`src/rtl/pipe_csel_pkg.sv`:
```
// Shared constants, stage-count derivation and per-stage payload for the
// pipelined carry-select adder.
package pipe_csel_pkg;

    localparam int DEF_WIDTH = 32;
    localparam int DEF_BLOCK = 4;
    localparam int DEF_BPS   = 2;
    // Payload vectors are sized for the widest supported adder; narrower
    // instances use the low WIDTH bits.
    localparam int MAX_W     = 64;

    function automatic int calc_ns(input int width, input int block, input int bps);
        return width / (block * bps);
    endfunction

    typedef struct packed {
        logic             valid;
        logic             carry;
        logic             ovf;
        logic             sub;
        logic [MAX_W-1:0] psum;
        logic [MAX_W-1:0] a;
        logic [MAX_W-1:0] b;
    } stage_t;

endpackage

```
`src/rtl/pipe_csel_adder_block.sv`:
```
// One BLOCK-bit carry-select slice: both carry-in hypotheses are summed in
// parallel and the real carry-in picks the result.
module csel_block #(
    parameter int BLOCK = 4
) (
    input  logic [BLOCK-1:0] x,
    input  logic [BLOCK-1:0] y,
    input  logic             c_in,
    output logic [BLOCK-1:0] sum,
    output logic             c_out
);

    logic [BLOCK:0] r0;
    logic [BLOCK:0] r1;

    assign r0 = {1'b0, x} + {1'b0, y};
    assign r1 = {1'b0, x} + {1'b0, y} + {{BLOCK{1'b0}}, 1'b1};

    assign {c_out, sum} = c_in ? r1 : r0;

endmodule

```
`src/rtl/pipe_csel_adder.sv`:
```
// Pipelined carry-select adder with valid/ready flow control, NS stages of
// BPS slices each. Define PIPE_CSEL_SUB_EN to enable subtraction via sub.
module pipe_csel_adder
    import pipe_csel_pkg::*;
#(
    parameter int WIDTH = DEF_WIDTH,
    parameter int BLOCK = DEF_BLOCK,
    parameter int BPS   = DEF_BPS
) (
    input  logic             clk,
    input  logic             rst_n,
    input  logic             in_valid,
    output logic             in_ready,
    input  logic [WIDTH-1:0] a,
    input  logic [WIDTH-1:0] b,
    input  logic             ci,
    input  logic             sub,
    output logic             out_valid,
    input  logic             out_ready,
    output logic [WIDTH-1:0] s,
    output logic             co,
    output logic             ovf
);

    localparam int NS = calc_ns(WIDTH, BLOCK, BPS);
    localparam int SW = BLOCK * BPS;

    stage_t           stage_p [NS];
    logic             free    [NS];
    logic [WIDTH-1:0] b_eff;
    logic             ci_eff;
    logic             sub_eff;

`ifdef PIPE_CSEL_SUB_EN
    assign b_eff   = sub ? ~b : b;
    assign ci_eff  = sub ? 1'b1 : ci;
    assign sub_eff = sub;
`else
    logic unused_sub;
    assign unused_sub = sub;
    assign b_eff      = b;
    assign ci_eff     = ci;
    assign sub_eff    = 1'b0;
`endif

    for (genvar k = 0; k < NS; k++) begin : gen_stg
        logic [WIDTH-1:0] op_a;
        logic [WIDTH-1:0] op_b;
        logic [WIDTH-1:0] psum_in;
        logic             cin;
        logic             vld_in;
        logic             sub_in;
        logic             cout;
        logic [SW-1:0]    ssum;
        stage_t           nxt;
        logic             unused_stage;

        // Stage k input: the raw beat for stage 0, otherwise the previous register
        if (k == 0) begin : g_src
            assign op_a    = a;
            assign op_b    = b_eff;
            assign cin     = ci_eff;
            assign vld_in  = in_valid;
            assign sub_in  = sub_eff;
            assign psum_in = '0;
        end else begin : g_src
            assign op_a    = stage_p[k-1].a[WIDTH-1:0];
            assign op_b    = stage_p[k-1].b[WIDTH-1:0];
            assign cin     = stage_p[k-1].carry;
            assign vld_in  = stage_p[k-1].valid;
            assign sub_in  = stage_p[k-1].sub;
            assign psum_in = stage_p[k-1].psum[WIDTH-1:0];
        end

        for (genvar j = 0; j < BPS; j++) begin : gen_blk
            logic c_in;
            logic c_out;
            if (j == 0) begin : g_cin
                assign c_in = cin;
            end else begin : g_cin
                assign c_in = gen_blk[j-1].c_out;
            end
            csel_block #(.BLOCK(BLOCK)) u_blk (
                .x    (op_a[(k*BPS+j)*BLOCK +: BLOCK]),
                .y    (op_b[(k*BPS+j)*BLOCK +: BLOCK]),
                .c_in (c_in),
                .sum  (ssum[j*BLOCK +: BLOCK]),
                .c_out(c_out)
            );
        end
        assign cout = gen_blk[BPS-1].c_out;

        always_comb begin
            nxt                   = '0;
            nxt.valid             = vld_in;
            nxt.carry             = cout;
            nxt.sub               = sub_in;
            nxt.a[WIDTH-1:0]      = op_a;
            nxt.b[WIDTH-1:0]      = op_b;
            nxt.psum[WIDTH-1:0]   = psum_in;
            nxt.psum[k*SW +: SW]  = ssum;
            if (k == NS - 1) begin
                nxt.ovf = (op_a[WIDTH-1] == op_b[WIDTH-1]) && (ssum[SW-1] != op_a[WIDTH-1]);
            end
        end

        // A stage can load when it is empty or its beat moves on this cycle
        if (k == NS - 1) begin : g_free
            assign free[k] = !stage_p[k].valid || out_ready;
        end else begin : g_free
            assign free[k] = !stage_p[k].valid || free[k+1];
        end

        // Stage k register; only the output stage clears its data on reset
        always_ff @(posedge clk) begin
            if (!rst_n) begin
                if (k == NS - 1) stage_p[k] <= '0;
                else             stage_p[k].valid <= 1'b0;
            end else if (free[k]) begin
                if (vld_in) stage_p[k] <= nxt;
                else        stage_p[k].valid <= 1'b0;
            end
        end

        assign unused_stage = ^stage_p[k];
    end

    assign in_ready  = free[0];
    assign out_valid = stage_p[NS-1].valid;
    assign s         = stage_p[NS-1].psum[WIDTH-1:0];
    assign co        = stage_p[NS-1].carry;
    assign ovf       = stage_p[NS-1].ovf;

endmodule

```
`config.mk`:
```
export PLATFORM = sky130hd
export DESIGN_NAME = pipe_csel_adder
export DESIGN_NICKNAME = d
export VERILOG_FILES = /design/src/rtl/pipe_csel_pkg.sv /design/src/rtl/pipe_csel_adder_block.sv /design/src/rtl/pipe_csel_adder.sv
export SDC_FILE = /design/constraint.sdc
export NUM_CORES = 1
export LEC_CHECK = 0
export ABC_AREA = 1
export ABC_CLOCK_PERIOD_IN_PS = 4300
export BUFFER_PORTS_ARGS = -buffer_cell sky130_fd_sc_hd__buf_2
export CAP_MARGIN = 20
export CORE_MARGIN = 2
export CORE_UTILIZATION = 50
export DETAILED_ROUTE_END_ITERATION = 16
export MAX_ROUTING_LAYER = met4
export PLACE_DENSITY = 0.75
export SYNTH_ARGS = -nofsm -noshare
export SYNTH_HDL_FRONTEND = slang
export SYNTH_SLANG_ARGS = --single-unit
```
`constraint.sdc`:
```
create_clock -name clk -period 4.3 [get_ports clk]
set_clock_uncertainty 0.2 [all_clocks]
set_input_delay 1.29 -clock clk [delete_from_list [all_inputs] [get_ports clk]]
set_output_delay 1.29 -clock clk [all_outputs]
set_load 0.02 [all_outputs]
```
Word-level counts from Yosys, hierarchy flattened
Memory sizes are Yosys's and may differ from the RTL's.
Cells that the tools add are included.
Operators by class
  add/sub/neg operators: 16
  multipliers: 0
  divide/modulo/power cells: 0
  magnitude comparators: 0
  equality and inequality tests: 2
  shift-type cells: 0
  muxes and demuxes: 49
  bitwise logic cells: 8
  reductions and logical operators: 9
Operators with widths (number)
  100-bit 2-to-1 mux: 1
  4-bit by 4-bit adder with 5-bit output: 8
  5-bit by 1-bit adder with 5-bit output (second input constant): 8
  1-bit 2-to-1 mux: 40
  5-bit 2-to-1 mux: 8
  1-bit OR: 8
  1-bit logical NOT: 4
  1-bit logical OR: 4
  1-bit == test: 1
  1-bit logical AND: 1
  1-bit != test: 1
Storage, ports and cells
  register bits: 0
  bits in latches: 0
  memory bits (writable): 400
  memory bits (read-only): 0
  input port bits: 70
  output and inout bits: 36
  memories kept: 1
Memories
  stage_p: words 4, width 100, rd ports 4, clocked after Yosys merged registers in 0, write ports 4, line pipe_csel_adder.sv:28  | stage_t stage_p [NS];

Longest topological paths before layout
An unclocked memory read counts as a cell.
  word-level depth: 11
  depth in mapped cells: 14
  gate-level depth less buffers: 14

By module
A second synthesis with hierarchy kept.
Second synthesis, totals
  cell total of the unflattened synthesis: 676
  area, all modules: 8257.9 sq um
By module, submodules not included
  pipe_csel_adder: instances 1, cells an instance 288, area an instance 6053.3 sq um, sequential area each 5545.3 sq um
  csel_block (gen_stg[0].gen_blk[0].u_blk ...): instances 5, cells an instance 47, area an instance 265.3 sq um, sequential area each 0.0 sq um
  csel_block (gen_stg[1].gen_blk[0].u_blk ...): instances 3, cells an instance 51, area an instance 292.8 sq um, sequential area each 0.0 sq um

Least setup slack after synthesis
No wires, ideal clock.
  kind: input-to-reg
  start: input out_ready
  end: memory stage_p[0][10] (netlist bit), enable pin
  arrival time: 4.148 ns
  data required time: 3.628 ns
  setup slack: -0.520 ns
  stages: 6
  buffers on the path: 0
  cells stage by stage: nor3_1 > inv_1 > nor2_1 > nand2_1 > nand2_1 > nor2_1
RTL lines
  start: declaration: line pipe_csel_adder.sv:19  | input logic out_ready,
  end: declaration: line pipe_csel_adder.sv:28

Worst setup path after layout
  start: input out_ready
  end: output in_ready
Between the ends
  cells in the longest elaborated chain, start to end: 4
RTL lines
  1-bit logical OR: line pipe_csel_adder.sv:109  | assign free[k] = !stage_p[k].valid || out_ready;
  1-bit logical OR (3 in series): line pipe_csel_adder.sv:111  | assign free[k] = !stage_p[k].valid || free[k+1];
  end: declaration: line pipe_csel_adder.sv:13  | output logic in_ready,
No other way between the ends.

==> impl_results.rst <==
.. list-table::
   :header-rows: 1

   * - Metric
     - Value
   * - First-pass GRT wire length
     - 20.2 mm
   * - Setup TNS
     - 0 ns
   * - Die Ht
     - 129 µm
   * - Most Used Layer, Global Route
     - met2
   * - Total detailed-routing wirelength
     - 12.5 mm
   * - Hold wc startpoint
     - stage_p[1][56]
   * - Yosys warnings
     - 0
   * - Worst Tran Pin Value
     - 0.756 ns
   * - DRT Pass-1 Iters
     - 5
   * - Synthesized net count
     - 685
   * - Final estimated routing congestion in global placement
     - 0.878
   * - Required @ worst endpoint
     - 2.81 ns
   * - Grt met3 use
     - 0.0363
   * - CTS-repair resized insts
     - 0
   * - Total leakage power
     - 3.86 nW
   * - RSZ-0062 raised after global routing
     - no
   * - Max-cap check violation count
     - 0
   * - Number of H-tree levels
     - 4
   * - Mean instance size in the synthesized netlist
     - 13.9 µm²
   * - Number of top-level design ports
     - 106
   * - Commonest cells after routing, fill and taps aside
     - 184 x sky130_fd_sc_hd__edfxtp_1, 104 x sky130_fd_sc_hd__buf_2, 75 x sky130_fd_sc_hd__inv_1, 75 x sky130_fd_sc_hd__nand2_1, 46 x sky130_fd_sc_hd__nor2_1
   * - Total of endpoints with negative setup slack in the final report
     - 0
   * - P&R area growth vs syn
     - 17.6%
   * - CTS root buf
     - sky130_fd_sc_hd__clkbuf_16
   * - Grt total ovfl
     - 0
   * - R2R setup slack
     - 1.61 ns
   * - GRT Resource Usage Total
     - 0.164
   * - Maximum clock rate
     - 0.277 GHz
   * - Minimum clock period
     - 3.60 ns
   * - Maximum number of pins on one net before global-route repair
     - 39
   * - Buffers added on ports
     - 104
   * - Headroom to the max-slew limit
     - 0.493
   * - Clock edge transition at the registers on the reported setup and hold paths
     - 0.07 ns
   * - Finished Cell Area
     - 9260 µm²
   * - GR Util met2
     - 0.284
   * - Setup Buffers After CTS
     - 0
   * - Terminating pin of the worst hold path
     - stage_p[2][56]
   * - Via/cell ratio
     - 4.94
   * - CP max FO
     - 4
   * - Count of placed standard cells in the final layout, fillers left out
     - 914
   * - Effective utilization at floorplan
     - 0.514
   * - VDD IR max
     - 0.000283 V
   * - Most common cell after layout, fill and taps aside
     - sky130_fd_sc_hd__edfxtp_1
   * - Post-synthesis instance area
     - 7870 µm²
   * - Part of the Yosys area used for sequential elements
     - 0.704
   * - Path type of the worst min-delay path
     - reg2reg
   * - CP Data Arrival Time
     - 2.11 ns
   * - Result of the run
     - complete, no violations
   * - Maximum number of buffers from clock root to sink
     - 2
   * - Crit share post-route
     - 0.838
   * - Number of hold buffers added after CTS
     - 0
   * - GRT met1 Usage
     - 0.176
   * - Gate count after technology mapping
     - 567
   * - Latest clock arrival within the worst-skew pair
     - 0.43 ns
   * - Setup slack at placement
     - 0.708 ns
   * - Area enclosed by the die boundary
     - 16,800 µm²
   * - CTS buffer count
     - 17
   * - Final net count
     - 810
   * - Final setup slack of the worst path
     - 0.695 ns
   * - Reg-to-Reg End
     - stage_p[3][97]
   * - Overall power after layout
     - 0.00386 W
   * - HPWL after detailed placement
     - 8.79 mm
   * - Kind of end point of the critical path
     - primary output
   * - Fraction of layout instances using a drive strength above 1
     - 0.225
   * - Startpoint of the lowest-slack register-to-register path
     - stage_p[2][24]
   * - Placement row count
     - 45
   * - Clock sink total
     - 185
   * - Number of global-route vias before repair
     - 4,584
   * - Registers with the most flip-flops
     - stage_p: 185 flops
   * - Power density cells
     - 417 nW/µm²
   * - Depth of the worst hold-timing path
     - 0
   * - Final-report max-slew violation count
     - 0
   * - Instance count after placement with tap cells included
     - 883
   * - Total number of vias
     - 4,518
   * - Post-route ant nets
     - 0
   * - Yosys reg bits
     - 185
   * - Core region area
     - 15,300 µm²
   * - Count of unique library cells instantiated by Yosys
     - 31
   * - Final-report hold violation count
     - 0
   * - Die Width
     - 129 µm
   * - Number of antenna cells inserted
     - 0
   * - Flip-flop count of the largest register after layout
     - 185
   * - Placed instance area
     - 8690 µm²
   * - Antenna violations before repair
     - 0
   * - Final routed DRC violation total
     - 0
   * - Initial DRC Count
     - 277
   * - Length in cells of the worst reg-to-reg path
     - 12
   * - Type of the worst setup path
     - in2out
   * - Most flops, register
     - stage_p
   * - TritonCTS clock tree
     - yes
   * - Post-detailed-route wirelength per cell
     - 13.7 µm
   * - Nature of the critical path startpoint
     - input port
==> critical path, stage by stage <==
cell                      delay, ns
sky130_fd_sc_hd__buf_2         0.10
sky130_fd_sc_hd__nor3_1        0.18
sky130_fd_sc_hd__inv_1         0.10
sky130_fd_sc_hd__nor2_1        0.16
sky130_fd_sc_hd__nand2_1       0.10
sky130_fd_sc_hd__buf_2         0.17
==> through the flow <==
| stage | utilization | hold WS [ns] |
|---|---|---|
| after floorplan | - | 0.200 |
| after global placement | 0.567 | 0.203 |
| after detailed placement | 0.567 | 0.205 |
| after CTS | 0.603 | 0.214 |
| after global routing | 0.604 | 0.221 |
| final | 0.604 | 0.210 |
==> cells in the mapped netlist <==
cell	n	area, µm²
sky130_fd_sc_hd__a21o_1	3	22.5
sky130_fd_sc_hd__a21o_2	2	17.5
sky130_fd_sc_hd__a21o_4	1	15.0
sky130_fd_sc_hd__a21oi_1	15	75.1
sky130_fd_sc_hd__a31oi_1	6	37.5
sky130_fd_sc_hd__buf_6	2	22.5
sky130_fd_sc_hd__dfxtp_1	1	20.0
sky130_fd_sc_hd__edfxtp_1	184	5530
sky130_fd_sc_hd__fa_1	8	160
sky130_fd_sc_hd__ha_1	40	500
sky130_fd_sc_hd__inv_1	77	289
sky130_fd_sc_hd__inv_2	2	7.51
sky130_fd_sc_hd__inv_4	1	6.26
sky130_fd_sc_hd__mux2_2	2	22.5
sky130_fd_sc_hd__mux2i_1	1	10.0
sky130_fd_sc_hd__nand2_1	75	282
sky130_fd_sc_hd__nand2_2	3	18.8
sky130_fd_sc_hd__nand2_4	3	33.8
sky130_fd_sc_hd__nand3_1	42	210
sky130_fd_sc_hd__nand3_2	3	30.0
sky130_fd_sc_hd__nand4_1	4	25.0
sky130_fd_sc_hd__nor2_1	47	176
sky130_fd_sc_hd__nor2_2	1	6.26
sky130_fd_sc_hd__nor3_1	3	15.0
sky130_fd_sc_hd__nor3_4	1	16.3
sky130_fd_sc_hd__o211ai_1	1	7.51
sky130_fd_sc_hd__o21ai_0	10	50.1
sky130_fd_sc_hd__o21ai_1	2	10.0
sky130_fd_sc_hd__xnor2_1	11	96.3
sky130_fd_sc_hd__xor2_1	13	114
sky130_fd_sc_hd__xor2_2	3	48.8
==> power breakdown <==
group | switching, W | leakage [nW] | total (W) | internal [W]
Sequential | 0.0000210 | 1.76 | 0.00209 | 0.00207
Clock | 0.000609 | 0.257 | 0.00145 | 0.000841
Combinational | 0.000199 | 1.85 | 0.000325 | 0.000127
==> final cells by class <==
cell class / count / area [µm²]
Timing Repair Buffer: 108 / 583
Multi-Input combinational cell: 300 / 2020
Inverter: 80 / 303
Fill cell: 1203 / 6060
Sequential cell: 185 / 5550
Clock inverter: 10 / 105
Tap cell: 211 / 264
Clock buffer: 20 / 437
==> how the worst max path moves through the flow <==
stage	slack, ns	startpoint	to
floorplan	0.43	out_ready	stage_p[0][10]
global placement	0.71	out_ready	in_ready
detailed placement	0.71	out_ready	in_ready
CTS	0.70	out_ready	in_ready
global route	0.58	out_ready	in_ready
finish	0.70	out_ready	in_ready
==> per-layer routing <==
layer / vias up / wire (µm) / share of wire
li1: 2221 / - / -
met1: 2142 / 5090 / 0.41
met2: 128 / 6490 / 0.52
met3: 27 / 584 / 0.047
met4: 0 / 329 / 0.026
met5: - / 0 / 0
==> logic make-up (layout without fill, tap and decap cells) <==
group | Yosys count | count (layout) | synth area share
buffers and inverters | 82 | 218 | 0.0413
xor gates and xnor gates | 27 | 27 | 0.0329
DFF | 185 | 185 | 0.704
adders and majority gates | 48 | 48 | 0.0839
muxes | 3 | 3 | 0.00413
AOI/OAI and AO/OA | 40 | 40 | 0.0299
and+or+nand+nor | 182 | 182 | 0.103
Note: power is estimated with default switching activity, not from simulation.
